File: config.mk
export PLATFORM = sky130hd
export DESIGN_NAME = sync_fifo
export DESIGN_NICKNAME = d
export VERILOG_FILES = /design/src/rtl/fifo_pkg.sv /design/src/rtl/fifo_mem.sv /design/src/rtl/sync_fifo.sv
export SDC_FILE = /design/constraint.sdc
export NUM_CORES = 1
export LEC_CHECK = 0
export BUFFER_PORTS_ARGS = -buffer_cell sky130_fd_sc_hd__buf_4
export CORE_ASPECT_RATIO = 1.5
export CORE_UTILIZATION = 35
export DETAILED_ROUTE_END_ITERATION = 10
export SKIP_CTS_REPAIR_TIMING = 1
export SLEW_MARGIN = 20
export SYNTH_ARGS = -nofsm -noshare
export SYNTH_HDL_FRONTEND = slang
export SYNTH_HIERARCHICAL = 1
export SYNTH_SLANG_ARGS = --single-unit
File: constraint.sdc
create_clock -name clk -period 5.3 [get_ports clk]
set_input_delay 1.06 -clock clk [delete_from_list [all_inputs] [get_ports clk]]
set_output_delay 1.06 -clock clk [all_outputs]
set_load 0.03 [all_outputs]
File: src/rtl/fifo_pkg.sv
// rtl/fifo_pkg.sv - shared defaults and pointer-width helper for sync_fifo
package fifo_pkg;

  localparam int DEF_DATA_W       = 8;
  localparam int DEF_DEPTH        = 16;
  localparam int DEF_ALM_FULL_TH  = 2;
  localparam int DEF_ALM_EMPTY_TH = 2;

  function automatic int ptr_w(input int depth);
    return (depth > 1) ? $clog2(depth) : 1;
  endfunction

endpackage

File: src/rtl/fifo_mem.sv
// rtl/fifo_mem.sv - simple dual-port storage, synchronous write and read, no reset
module fifo_mem
  import fifo_pkg::*;
#(
  parameter int DATA_W = DEF_DATA_W,
  parameter int DEPTH  = DEF_DEPTH,
  parameter int ADDR_W = ptr_w(DEPTH)
) (
  input  logic              clk,
  input  logic              i_wren,
  input  logic [ADDR_W-1:0] i_wraddr,
  input  logic [DATA_W-1:0] i_wrdata,
  input  logic              i_rden,
  input  logic [ADDR_W-1:0] i_rdaddr,
  output logic [DATA_W-1:0] o_rddata
);

  logic [DATA_W-1:0] r_mem [DEPTH];
  logic [DATA_W-1:0] r_rddata;

  // Read-before-write: a same-address read returns the old word.
  always_ff @(posedge clk) begin
    if (i_wren) r_mem[i_wraddr] <= i_wrdata;
    if (i_rden) r_rddata <= r_mem[i_rdaddr];
  end

  assign o_rddata = r_rddata;

endmodule

File: src/rtl/sync_fifo.sv
// rtl/sync_fifo.sv - synchronous FIFO with registered status flags and error pulses
module sync_fifo
  import fifo_pkg::*;
#(
  parameter int DATA_W       = DEF_DATA_W,
  parameter int DEPTH        = DEF_DEPTH,
  parameter int ALM_FULL_TH  = DEF_ALM_FULL_TH,
  parameter int ALM_EMPTY_TH = DEF_ALM_EMPTY_TH
) (
  input  logic                    clk,
  input  logic                    reset,
  input  logic [DATA_W-1:0]       i_wrdata,
  input  logic                    i_wren,
  input  logic                    i_rden,
  output logic [DATA_W-1:0]       o_rddata,
  output logic                    o_full,
  output logic                    o_empty,
  output logic                    o_alm_full,
  output logic                    o_alm_empty,
  output logic [ptr_w(DEPTH):0]   o_count,
  output logic                    o_overflow,
  output logic                    o_underflow
);

  localparam int PTR_W = ptr_w(DEPTH);
  localparam int CNT_W = PTR_W + 1;
  localparam logic [CNT_W-1:0] C_DEPTH = CNT_W'(DEPTH);
  localparam logic [CNT_W-1:0] C_AF    = CNT_W'(DEPTH - ALM_FULL_TH);
  localparam logic [CNT_W-1:0] C_AE    = CNT_W'(ALM_EMPTY_TH);

  logic [PTR_W-1:0]  r_wr_ptr, r_rd_ptr;
  logic [CNT_W-1:0]  r_count, w_count_nxt;
  logic              r_full, r_empty, r_alm_full, r_alm_empty;
  logic              r_overflow, r_underflow, r_rd_clr;
  logic              w_wr_acc, w_rd_acc;
  logic [DATA_W-1:0] w_mem_rddata;

  // A write into a full FIFO is legal only when a read frees a slot this cycle.
  assign w_wr_acc = !reset && i_wren && (!r_full || i_rden);
  assign w_rd_acc = !reset && i_rden && !r_empty;

  always_comb begin
    w_count_nxt = r_count;
    case ({w_wr_acc, w_rd_acc})
      2'b10:   w_count_nxt = r_count + CNT_W'(1);
      2'b01:   w_count_nxt = r_count - CNT_W'(1);
      default: w_count_nxt = r_count;
    endcase
  end

  always_ff @(posedge clk) begin
    if (reset) begin
      r_wr_ptr    <= '0;
      r_rd_ptr    <= '0;
      r_count     <= '0;
      r_full      <= 1'b0;
      r_empty     <= 1'b1;
      r_alm_full  <= 1'b0;
      r_alm_empty <= 1'b1;
      r_overflow  <= 1'b0;
      r_underflow <= 1'b0;
      r_rd_clr    <= 1'b1;
    end else begin
      if (w_wr_acc) r_wr_ptr <= r_wr_ptr + PTR_W'(1);
      if (w_rd_acc) r_rd_ptr <= r_rd_ptr + PTR_W'(1);
      if (w_rd_acc) r_rd_clr <= 1'b0;
      r_count     <= w_count_nxt;
      r_full      <= (w_count_nxt == C_DEPTH);
      r_empty     <= (w_count_nxt == '0);
      r_alm_full  <= (w_count_nxt >= C_AF);
      r_alm_empty <= (w_count_nxt <= C_AE);
      r_overflow  <= i_wren && r_full && !i_rden;
      r_underflow <= i_rden && r_empty;
    end
  end

  fifo_mem #(
    .DATA_W (DATA_W),
    .DEPTH  (DEPTH),
    .ADDR_W (PTR_W)
  ) u_mem (
    .clk      (clk),
    .i_wren   (w_wr_acc),
    .i_wraddr (r_wr_ptr),
    .i_wrdata (i_wrdata),
    .i_rden   (w_rd_acc),
    .i_rdaddr (r_rd_ptr),
    .o_rddata (w_mem_rddata)
  );

  // Storage has no reset, so read data is masked to zero until the first read after reset.
  assign o_rddata    = r_rd_clr ? '0 : w_mem_rddata;
  assign o_full      = r_full;
  assign o_empty     = r_empty;
  assign o_alm_full  = r_alm_full;
  assign o_alm_empty = r_alm_empty;
  assign o_count     = r_count;
  assign o_overflow  = r_overflow;
  assign o_underflow = r_underflow;

endmodule

==> results.py <==
metrics = {
    "status": {
        "status": "complete, no violations",
    },
    "pwr": {
        "intPower_mw": 2.23,
        "pwr-share-clk": 0.445,
        "p_seq_frac": 0.485,
        "ir_drop_v": 0.000210,
        "p_sw_mw": 0.603,
        "swShare": 0.213,
        "power_leakage_nw": 2.43,
        "powerDensity_nw_per_um2": 390,
        "pwr-share-comb": 0.070,
    },
    "floorplanning": {
        "start_util": 0.357,
        "placementRows": 59,
        "core_um2": 17300,
        "die_x_um": 111,
        "dieArea_um2": 18300,
        "die_h_um": 165,
        "io_pins": 31,
    },
    "critical_path": {
        "worstPathArrival_ns": 3.10,
        "worst-setup-path-type": "input port to register",
        "cp_max_fo": 16,
        "startpoint_type": "input port",
        "cp-end-kind": "register",
        "crit_required_ns": 5.34,
    },
    "clock_network": {
        "root_buffer": "clkbuf_16",
        "numCtsBuffers": 17,
        "htreeDepth": 4,
        "clk-insertion-delay-late_ns": 0.42,
        "cts_tree": "built",
        "cts.sinks": 156,
        "cts_buffer_depth": 2,
        "clk_pin_slew_ns": 0.06,
    },
    "timing": {
        "finalHoldViolCount": 0,
        "min_period_ns": 3.07,
        "fmax_mhz": 326,
        "setup_viol": 0,
        "finalClockSkew_ns": 0.00556,
        "max-slew-margin-rel": 0.314,
        "final-max-slew-violation-count": 0,
        "finalSetupTns_ns": 0,
        "period_share": 0.579,
        "holdWs_ns": 0.489,
        "rsz0062_at_grt": "no",
        "tightest_slew_ns": 1.02,
    },
    "synth": {
        "synth.distinct_cells": 41,
        "syn-instance-count": 336,
        "syn-cell-area_um2": 6200,
        "yosys_warnings": 6,
        "synth_compound_area_frac": 0.0353,
        "synth_mux_area_frac": 0.130,
        "avgSynthCellArea_um2": 18.4,
        "synth_top_cell_by_area": "edfxtp_1",
        "synthTopCellsByCount": "edfxtp_1 (136), nor2_1 (26), dfxtp_1 (20), mux4_2 (18), nand2_1 (17)",
        "synth-edff-count": 136,
        "synth-seq-area-share": 0.723,
        "synth-adder-area-share": 0.0153,
        "synth_ff_type": "edfxtp_1",
        "synth_top_family_by_area": "multiplexers",
        "ys_ff_latch": 156,
        "synth_xor_xnor_area_share": 0.00989,
        "synthSimpleGateAreaFrac": 0.0680,
        "synth_top_area_share": 0.659,
        "synth_nets": 355,
        "yosysMostFrequentCell": "edfxtp_1",
        "synthTopCellsByArea": "edfxtp_1 (66%), mux4_2 (6.5%), dfxtp_1 (6.5%)",
        "async_reset_ff_frac": 0,
    },
    "layout": {
        "num-fill-cells": 1513,
        "diodes": 0,
        "multi_input_area_um2": 1610,
        "seq_area_um2": 4490,
        "drive_gt1_frac": 0.233,
        "area_growth_pct": 17.2,
        "utilization": 0.419,
        "layout.nets": 397,
    },
    "global_route": {
        "grt_max_degree": 37,
        "grt_pass1_wl_um": 18300,
        "track_usage": 0.138,
        "grt-ovfl-total": 0,
        "first_global_vias": 3296,
        "antenna_found_initial": 0,
    },
    "min_path": {
        "hold_class": "register to register",
    },
    "route": {
        "wire_per_inst_um": 19.6,
        "first_pass_iters": 4,
        "vias": 3171,
        "drt_iter0_markers": 187,
        "avgViaCountPerCell": 5.25,
        "drt-total-wl_um": 11800,
        "drt.antenna.violating_nets": 0,
        "drc": 0,
    },
    "placed_design": {
        "gp_congestion": 0.762,
        "portBuffers": 30,
        "dp_hpwl_um": 7720,
    },
    "run": {
        "drv_cap": 0,
    },
}
[worst paths after layout]
| path | start | end | slack (ns) | cells after the start |
|---|---|---|---|---|
| worst max register to register | o_empty | o_full | 2.68 | 9 |
| worst min-delay path | o_full | o_overflow | 0.49 | 2 |
| worst min register to register | o_full | o_overflow | 0.49 | 2 |
| worst max-delay path | reset | u_mem/r_mem[0][4] | 2.23 | 6 |
[worst max-delay path, cell delays in order]
cell	delay [ns]
buf_4	0.17
inv_1	0.14
nand3_1	0.13
inv_1	0.26
or3b_2	0.53
nor3_1	0.80
[kinds of logic (layout without fill, tap and decap cells)]
| kind of cell | Yosys count | in the layout |
|---|---|---|
| flip-flops | 156 | 156 |
| AND/OR/NAND/NOR | 82 | 82 |
| multiplexers | 35 | 35 |
| AO/OA/AOI/OAI | 32 | 32 |
| buffers and inverters | 17 | 72 |
| adder cells (fa/ha/maj) | 7 | 7 |
| XOR/XNOR | 7 | 7 |
[final cells by class]
| class | instances | area share |
|---|---|---|
| flip-flops and latches | 156 | 0.617 |
| multi-input cells | 163 | 0.222 |
| clock buffers | 18 | 0.0591 |
| well taps | 213 | 0.0367 |
| repair buffers | 35 | 0.0362 |
| clock inverters | 14 | 0.0265 |
| inverters | 5 | 0.00258 |
[through the flow]
step                power (mW)  cell area [µm²]  cells  setup slack (ns)
floorplan                 1.53             6200    336              1.46
global placement          1.60             6640    572              1.88
detailed placement        1.60             6640    572              1.80
CTS                       2.86             7270    604              2.24
global route              2.92             7270    604              2.06
finish                    2.83             7270    604              2.23
[sequential cells by signal, indices dropped and copies added, names as in the netlist, 4 cells and up]
name / count
o_count: 5
r_rd_ptr: 4
r_wr_ptr: 4
u_mem/o_rddata: 8
u_mem/r_mem: 128
[power by group through the flow]
| stage | Clock [mW] | Combinational [mW] | Sequential [mW] |
|---|---|---|---|
| global placement | 0 | 0.198 | 1.40 |
| floorplan | 0 | 0.123 | 1.41 |
| detailed placement | 0 | 0.201 | 1.40 |
| global route | 1.33 | 0.215 | 1.38 |
| CTS | 1.28 | 0.201 | 1.37 |
| finish | 1.26 | 0.198 | 1.37 |
[per-layer routing]
metal | track usage | vias to the layer above | part of all wire
li1 | - | 1439 | -
met1 | 0.151 | 1629 | 0.40
met2 | 0.250 | 86 | 0.55
met3 | 0.0341 | 17 | 0.039
met4 | 0.0636 | 0 | 0.018
met5 | 0 | - | 0
[cells in the final DEF (no fill, tap or decap), types with 3 or more instances in the layout]
cell type	count
mux4_2	18
clkbuf_16	17
ha_1	6
nand2b_1	3
nand3b_1	3
nor3_1	3
clkinvlp_4	4
mux2i_1	3
a21oi_1	6
nand2_1	17
a22oi_1	16
bufinv_16	4
edfxtp_1	136
nor2b_1	9
nor3b_1	5
nand3_1	3
buf_4	35
o21ai_0	4
nor2_1	26
xor2_1	6
dfxtp_1	19
inv_1	5
mux4_1	14
No activity file was read; power rests on OpenSTA's default activity.
